--- src/rtl/dmem_arbiter.sv ---
// Round-robin arbiter sharing the data memory between the CPU port (C) and
// the DMA/debug loader port (D). Each port uses a request/acknowledge
// handshake. Memory strobes and the returned read data are registered.
module dmem_arbiter #(
  parameter int unsigned AW    = 32,
  parameter int unsigned DW    = 32,
  parameter int unsigned CNT_W = 16
) (
  input  logic             clk,
  input  logic             rst,
  input  logic             c_req,
  input  logic             c_we,
  input  logic [AW-1:0]    c_addr,
  input  logic [DW-1:0]    c_wdata,
  output logic             c_ack,
  output logic             c_err,
  output logic [DW-1:0]    c_rdata,
  input  logic             d_req,
  input  logic             d_we,
  input  logic [AW-1:0]    d_addr,
  input  logic [DW-1:0]    d_wdata,
  output logic             d_ack,
  output logic             d_err,
  output logic [DW-1:0]    d_rdata,
  output logic [AW-1:0]    mem_addr,
  output logic [DW-1:0]    mem_wdata,
  output logic             mem_read,
  output logic             mem_write,
  input  logic [DW-1:0]    mem_rdata,
  output logic             busy,
  output logic             gnt_id,
  output logic [CNT_W-1:0] cnt_c,
  output logic [CNT_W-1:0] cnt_d
);

  typedef enum logic [1:0] {
    IDLE,
    ACCESS,
    RESP
  } state_t;

  state_t             state_q, state_d;
  logic               last_grant_q, last_grant_d;
  logic               gnt_id_q, gnt_id_d;
  logic               we_q, we_d;
  logic [AW-1:0]      addr_q, addr_d;
  logic [DW-1:0]      wdata_q, wdata_d;
  logic [AW-1:0]      mem_addr_q, mem_addr_d;
  logic [DW-1:0]      mem_wdata_q, mem_wdata_d;
  logic               mem_read_q, mem_read_d;
  logic               mem_write_q, mem_write_d;
  logic               c_ack_q, c_ack_d;
  logic               c_err_q, c_err_d;
  logic [DW-1:0]      c_rdata_q, c_rdata_d;
  logic               d_ack_q, d_ack_d;
  logic               d_err_q, d_err_d;
  logic [DW-1:0]      d_rdata_q, d_rdata_d;
  logic [CNT_W-1:0]   cnt_c_q, cnt_c_d;
  logic [CNT_W-1:0]   cnt_d_q, cnt_d_d;

  logic               sel;
  logic               sel_we;
  logic [AW-1:0]      sel_addr;
  logic [DW-1:0]      sel_wdata;
  logic               sel_aligned;
  logic               misaligned;
  logic [DW-1:0]      resp_rdata;

  // Arbitration, memory strobes, response generation and counters
  always_comb begin
    state_d      = state_q;
    last_grant_d = last_grant_q;
    gnt_id_d     = gnt_id_q;
    we_d         = we_q;
    addr_d       = addr_q;
    wdata_d      = wdata_q;
    mem_addr_d   = mem_addr_q;
    mem_wdata_d  = mem_wdata_q;
    mem_read_d   = 1'b0;
    mem_write_d  = 1'b0;
    c_ack_d      = 1'b0;
    c_err_d      = 1'b0;
    c_rdata_d    = '0;
    d_ack_d      = 1'b0;
    d_err_d      = 1'b0;
    d_rdata_d    = '0;
    cnt_c_d      = cnt_c_q;
    cnt_d_d      = cnt_d_q;

    // On a tie the port that did not win last time is picked
    sel         = (c_req && d_req) ? ~last_grant_q : ~c_req;
    sel_we      = sel ? d_we    : c_we;
    sel_addr    = sel ? d_addr  : c_addr;
    sel_wdata   = sel ? d_wdata : c_wdata;
    sel_aligned = (sel_addr[1:0] == 2'b00);

    misaligned  = (addr_q[1:0] != 2'b00);
    resp_rdata  = (!we_q && !misaligned) ? mem_rdata : '0;

    unique case (state_q)
      IDLE: begin
        if (c_req || d_req) begin
          gnt_id_d     = sel;
          last_grant_d = sel;
          we_d         = sel_we;
          addr_d       = sel_addr;
          wdata_d      = sel_wdata;
          // Strobes are registered, so they are set up here to be high in ACCESS
          mem_addr_d   = sel_addr;
          mem_wdata_d  = sel_wdata;
          mem_read_d   = sel_aligned && !sel_we;
          mem_write_d  = sel_aligned && sel_we;
          state_d      = ACCESS;
        end
      end
      ACCESS: begin
        state_d = RESP;
        if (gnt_id_q) begin
          d_ack_d   = 1'b1;
          d_err_d   = misaligned;
          d_rdata_d = resp_rdata;
          if (!misaligned && (cnt_d_q != '1)) cnt_d_d = cnt_d_q + CNT_W'(1);
        end else begin
          c_ack_d   = 1'b1;
          c_err_d   = misaligned;
          c_rdata_d = resp_rdata;
          if (!misaligned && (cnt_c_q != '1)) cnt_c_d = cnt_c_q + CNT_W'(1);
        end
      end
      RESP: begin
        state_d = IDLE;
      end
      default: begin
        state_d = IDLE;
      end
    endcase
  end

  // State and output registers with synchronous active-low reset
  always_ff @(posedge clk) begin
    if (!rst) begin
      state_q      <= IDLE;
      last_grant_q <= 1'b1;
      gnt_id_q     <= 1'b0;
      we_q         <= 1'b0;
      addr_q       <= '0;
      wdata_q      <= '0;
      mem_addr_q   <= '0;
      mem_wdata_q  <= '0;
      mem_read_q   <= 1'b0;
      mem_write_q  <= 1'b0;
      c_ack_q      <= 1'b0;
      c_err_q      <= 1'b0;
      c_rdata_q    <= '0;
      d_ack_q      <= 1'b0;
      d_err_q      <= 1'b0;
      d_rdata_q    <= '0;
      cnt_c_q      <= '0;
      cnt_d_q      <= '0;
    end else begin
      state_q      <= state_d;
      last_grant_q <= last_grant_d;
      gnt_id_q     <= gnt_id_d;
      we_q         <= we_d;
      addr_q       <= addr_d;
      wdata_q      <= wdata_d;
      mem_addr_q   <= mem_addr_d;
      mem_wdata_q  <= mem_wdata_d;
      mem_read_q   <= mem_read_d;
      mem_write_q  <= mem_write_d;
      c_ack_q      <= c_ack_d;
      c_err_q      <= c_err_d;
      c_rdata_q    <= c_rdata_d;
      d_ack_q      <= d_ack_d;
      d_err_q      <= d_err_d;
      d_rdata_q    <= d_rdata_d;
      cnt_c_q      <= cnt_c_d;
      cnt_d_q      <= cnt_d_d;
    end
  end

  assign c_ack     = c_ack_q;
  assign c_err     = c_err_q;
  assign c_rdata   = c_rdata_q;
  assign d_ack     = d_ack_q;
  assign d_err     = d_err_q;
  assign d_rdata   = d_rdata_q;
  assign mem_addr  = mem_addr_q;
  assign mem_wdata = mem_wdata_q;
  assign mem_read  = mem_read_q;
  assign mem_write = mem_write_q;
  assign busy      = (state_q != IDLE);
  assign gnt_id    = gnt_id_q;
  assign cnt_c     = cnt_c_q;
  assign cnt_d     = cnt_d_q;

endmodule

--- config.mk ---
export PLATFORM = sky130hd
export DESIGN_NAME = dmem_arbiter
export DESIGN_NICKNAME = d
export VERILOG_FILES = /design/src/rtl/dmem_arbiter.sv
export SDC_FILE = /design/constraint.sdc
export NUM_CORES = 1
export LEC_CHECK = 0
export CORE_UTILIZATION = 40
export DETAILED_ROUTE_END_ITERATION = 6
export PLACE_DENSITY = 0.88
export SYNTH_ARGS = -nofsm -noshare
export SYNTH_HDL_FRONTEND = slang
export SYNTH_SLANG_ARGS = --single-unit
--- constraint.sdc ---
create_clock -name clk -period 2.36 [get_ports clk]
set_input_delay 0.472 -clock clk [delete_from_list [all_inputs] [get_ports clk]]
set_output_delay 0.472 -clock clk [all_outputs]
set_load 0.01 [all_outputs]
# Word level (Yosys, flattened, before mapping)
# Index checks and enable logic that the tools add are counted.
dict set report classes {
  n_bitwise 5
  eq_ne 4
  add_sub_neg 2
  n_mux 9
  n_reduce_logical 21
}
# op n
set op_table {}
lappend op_table {{$mux W32} 3}
lappend op_table {{$add A16 B1 Y16 const B} 2}
lappend op_table {{$ne A16 B16 Y1 const B} 2}
lappend op_table {{$reduce_and A3 Y1} 4}
lappend op_table {{$logic_and A1 B1 Y1} 6}
lappend op_table {{$not A1 Y1} 5}
lappend op_table {{$logic_not A2 Y1} 2}
lappend op_table {{$mux W1} 4}
lappend op_table {{$pmux W2 S2} 1}
lappend op_table {{$reduce_and A2 Y1} 2}
lappend op_table {{$reduce_bool A2 Y1} 2}
lappend op_table {{$logic_not A1 Y1} 3}
lappend op_table {{$reduce_or A3 Y1} 1}
lappend op_table {{$eq A2 B1 Y1 const B} 1}
lappend op_table {{$mux W2} 1}
lappend op_table {{$ne A2 B2 Y1 const B} 1}
lappend op_table {{$logic_or A1 B1 Y1} 1}
dict set report word_totals {
  out_inout_bits 168
  in_bits 166
  word_cells 57
  ff_bits 171
}

# Depth between registers and ports, before layout
dict set report depth {
  word_depth 5
  ltp_mapped 7
  depth_no_buf 5
}

# Least setup slack after synthesis
# OpenSTA, ideal clock, no wires.
dict set report synth_timing {
  path_type {register to register}
  startpoint {register mem_addr[0] (netlist name)}
  endpoint {register cnt_c_q[14], in the netlist cnt_c[14]}
  setup_ps 86
  path_buffers 0
  arrival_ps 1815
  slack_ps 459
  path_stages_with_launch 5
  path_cell_list {dfxtp_1 -> nor4b_4 -> nand4_2 -> or4_1 -> a221oi_2}
}
# item line
set synth_lines {}
lappend synth_lines {{end signal, assigned} 177} ;# cnt_c_q <= cnt_c_d;
lappend synth_lines {{end, declared} 58} ;# logic [CNT_W-1:0] cnt_c_q, cnt_c_d;

# Worst setup path in the final report
dict set report layout_timing {
  startpoint {register state_q[1]}
  endpoint {register cnt_d_q[4], in the netlist cnt_d[4]}
}
dict set report layout_via {
  elab_chain_cells 2
}
# item line
set layout_lines {}
lappend layout_lines {{start, declared} 42} ;# state_t state_q, state_d;
lappend layout_lines {{start signal, assigned} 161} ;# state_q <= state_d;
lappend layout_lines {{$eq A2 B1 Y1} 100} ;# unique case (state_q)
lappend layout_lines {{$reduce_and A3 Y1 (no source line)} --}
lappend layout_lines {{end signal, assigned} 178} ;# cnt_d_q <= cnt_d_d;
lappend layout_lines {{end, declared} 59} ;# logic [CNT_W-1:0] cnt_d_q, cnt_d_d;
# No other way between the ends.
# A chain may end at the register's enable or synchronous reset.

==> metrics.txt <==
Antenna Cells 0; pin count of the biggest net entering global routing 115; Max Clock Skew around 0.014 ns; vias in the first global route around 6k; GPL Wtd Cong 0.863; Root Buffer clkbuf_16; ys flop type dfxtp_1; synthesized netlist net count 902; Area contributors post-synth dfxtp_1 (53%), nand2_1 (8.8%), a311oi_1 (8.6%), and3_1 (6.4%), nor2_1 (4.0%); CP arrival 2.47 ns; Max rail drop VDD 0.671 mV; post-CTS setup buffers 0; Post-synth EDFFs 0; Setup Slack @ Placement 0.235 ns; GRT busiest layer met2; RSZ-0062 raised after global routing false; initial core utilization 41.0%; Avg Inst Size Synth between 8 and 9 sq um; setup ws final 0.236 ns; fin crit share 90.0%; Yosys warnings 0; hold_sp last_grant_q; Worst setup EP type register; WHS around 0.49 ns; max-cap violations 0; Slew Limit Fails 0; DRC viols 0; final setup TNS 0 ns; Final nets 1216; antenna violations before repair 0; #FFs+latches synth 171; cts bufs inserted 17; dpl cell area 10100 sq um; RR Startpoint state_q[1]; Hold WC Path Type reg -> reg; layout cells sized above 1 under 10%; highest clock rate 0.471 GHz; final hold violation count 0; 1st-iter DRT viols 300; clk sinks ~170; WL/cell 16.1 microns; Total GRT Usage 24.2%; Worst Tran Pin Value 0.618 ns; Resized Gates After CTS 0; GRT overflow 0; IO Pins 334; Antenna Nets Post-Route 0; CP startpoint kind register; relative slew slack 58.4%; DRT Pass-1 Iters 4; slowest stage cell, crit path or4_1; CTS Hold Buffers Added 0; Mapped Area approximately 6500 sq um; Power, Total 7.12 mW; synthesis-to-finish area growth 64.6%; die area about 17000 sq um; PortBufs around 330; Worst path top cell family by delay simple AND/OR/NAND/NOR gates; Mapped Cells 734; via count about 6.6k; post-DR vias/cell 5.21; Global Route met1 Usage 26.0%; met3 GRT Util 7.93%; CP Cell Sequence nor4b_4 -> nand2_1 -> or4_1 -> a21oi_1; Synth top area share 52.6%; clock buffer depth 2; die height 130 microns; htree depth 4; clock latency on the worst-skew pair approximately 0.42 ns; Worst Path Buf+Inv 0; Reg clk slew, reported paths 0.07 ns; first-pass GRT wire length 31.4 mm; delay of the slowest critical-path stage 0.59 ns; CTS tree yes; M2 GR Usage ~43%; Row Count 46; status completed; Setup Crit Path Kind reg -> reg; FFs w/ async S/R, synth 0%; Netlist cell types 39; core area 15900 sq um; die span in x ~130 microns; pwr/cell area approximately 670 nW/um^2; final setup fails 0; leak pwr 4.17 nW; critical path data required time 2.70 ns; Period minus WS final 2.12 ns; top cell type by total area after synthesis dfxtp_1; Max FO, Critical Path 15; DP HPWL 15.1 mm; final WL 20.6 mm; Seq/Total Area, Yosys 52.6%; fin area 10700 sq um; Worst setup startpoint state_q[1]
==> cell families after synthesis <==
logic type               after synthesis  synth area share (%)
adder cells (fa/ha/maj)                2                 0.384
multiplexers                          11                  1.71
flip-flops                           171                  52.6
AND/OR/NAND/NOR                      365                  27.4
buffers and inverters                 66                  3.81
AO/OA/AOI/OAI                        119                  14.1
==> worst reg2reg max path, cell delays in order, from the launching register on <==
cell and delay, ns:
dfxtp_1 0.34, nor4b_4 0.55, nand2_1 0.42, or4_1 0.60, a21oi_1 0.15
==> flip-flops by register name, indices dropped and copies added, names as in the netlist, 2 cells and up <==
register / flops
cnt_d: 16
cnt_c: 16
d_rdata: 32
mem_wdata: 32
state_q: 2
c_rdata: 32
mem_addr: 32
==> cell usage after synthesis (2+ instances only) <==
cell type / count
clkbuf_1: 51
buf_1: 5
mux2i_1: 10
or4_1: 14
nand2_1: 152
and2_0: 2
nor3_1: 4
nor2_1: 69
o21a_1: 2
o311ai_0: 3
nor4_1: 8
dfxtp_1: 171
or3_1: 7
nand3_1: 7
o21ai_0: 7
and3_1: 67
ha_1: 2
a21oi_1: 20
and2_1: 2
inv_1: 9
and4_1: 4
o41ai_1: 3
nand4_1: 13
nor3b_1: 2
nand2b_1: 7
o31ai_1: 15
a311oi_1: 64
a211oi_1: 3
==> report_power, final <==
group | leakage, nW | switching [mW] | internal [mW] | total [mW]
Sequential | 1.40 | 0.0860 | 3.05 | 3.13
Clock | 0.287 | 1.24 | 1.50 | 2.74
Combinational | 2.48 | 0.573 | 0.682 | 1.25
Total | 4.17 | 1.90 | 5.23 | 7.12
==> layout make-up <==
cell class                      instances  area [sq um]
Clock buffer                           17           425
Clock inverter                         15           158
Fill cell                            1249          5170
Inverter                               10          37.5
Multi-Input combinational cell        497          2850
Sequential cell                       171          3420
Tap cell                              216           270
Timing Repair Buffer                  351          3540
==> per-layer routing <==
layer	wire length, microns	vias to the layer above
met4	639	0
met1	7870	3078
met3	1630	38
met2	10500	263
met5	0	-
li1	-	3270
==> cell usage in the layout, fill, tap and decap left out, drive strengths merged, types with 9 or more instances in the layout <==
cell and instances:
o31ai 15, dfxtp 171, nand2 152, inv 18, nor4 9, and3 67
a311oi 64, a21oi 20, mux2i 10, nand4 14, buf 18, clkdlybuf4s50 333
or4 14, clkbuf 17, nor2 69
==> path summary, 6_finish.rpt <==
kind	end	depth (start not counted)	slack, ns
setup / recovery	cnt_d[4]	4	0.24
hold / removal	last_grant_q	2	0.49
setup reg to reg	cnt_d[4]	4	0.24
hold reg to reg	last_grant_q	2	0.49
==> through the flow <==
step                      util, %  std cells
after CTS                    67.4       1277
final                        67.4       1277
after global placement       63.8       1245
after detailed placement     63.8       1245
after global routing         67.4       1277
after floorplan                 -        734
Power figures use the tool's default switching activity.
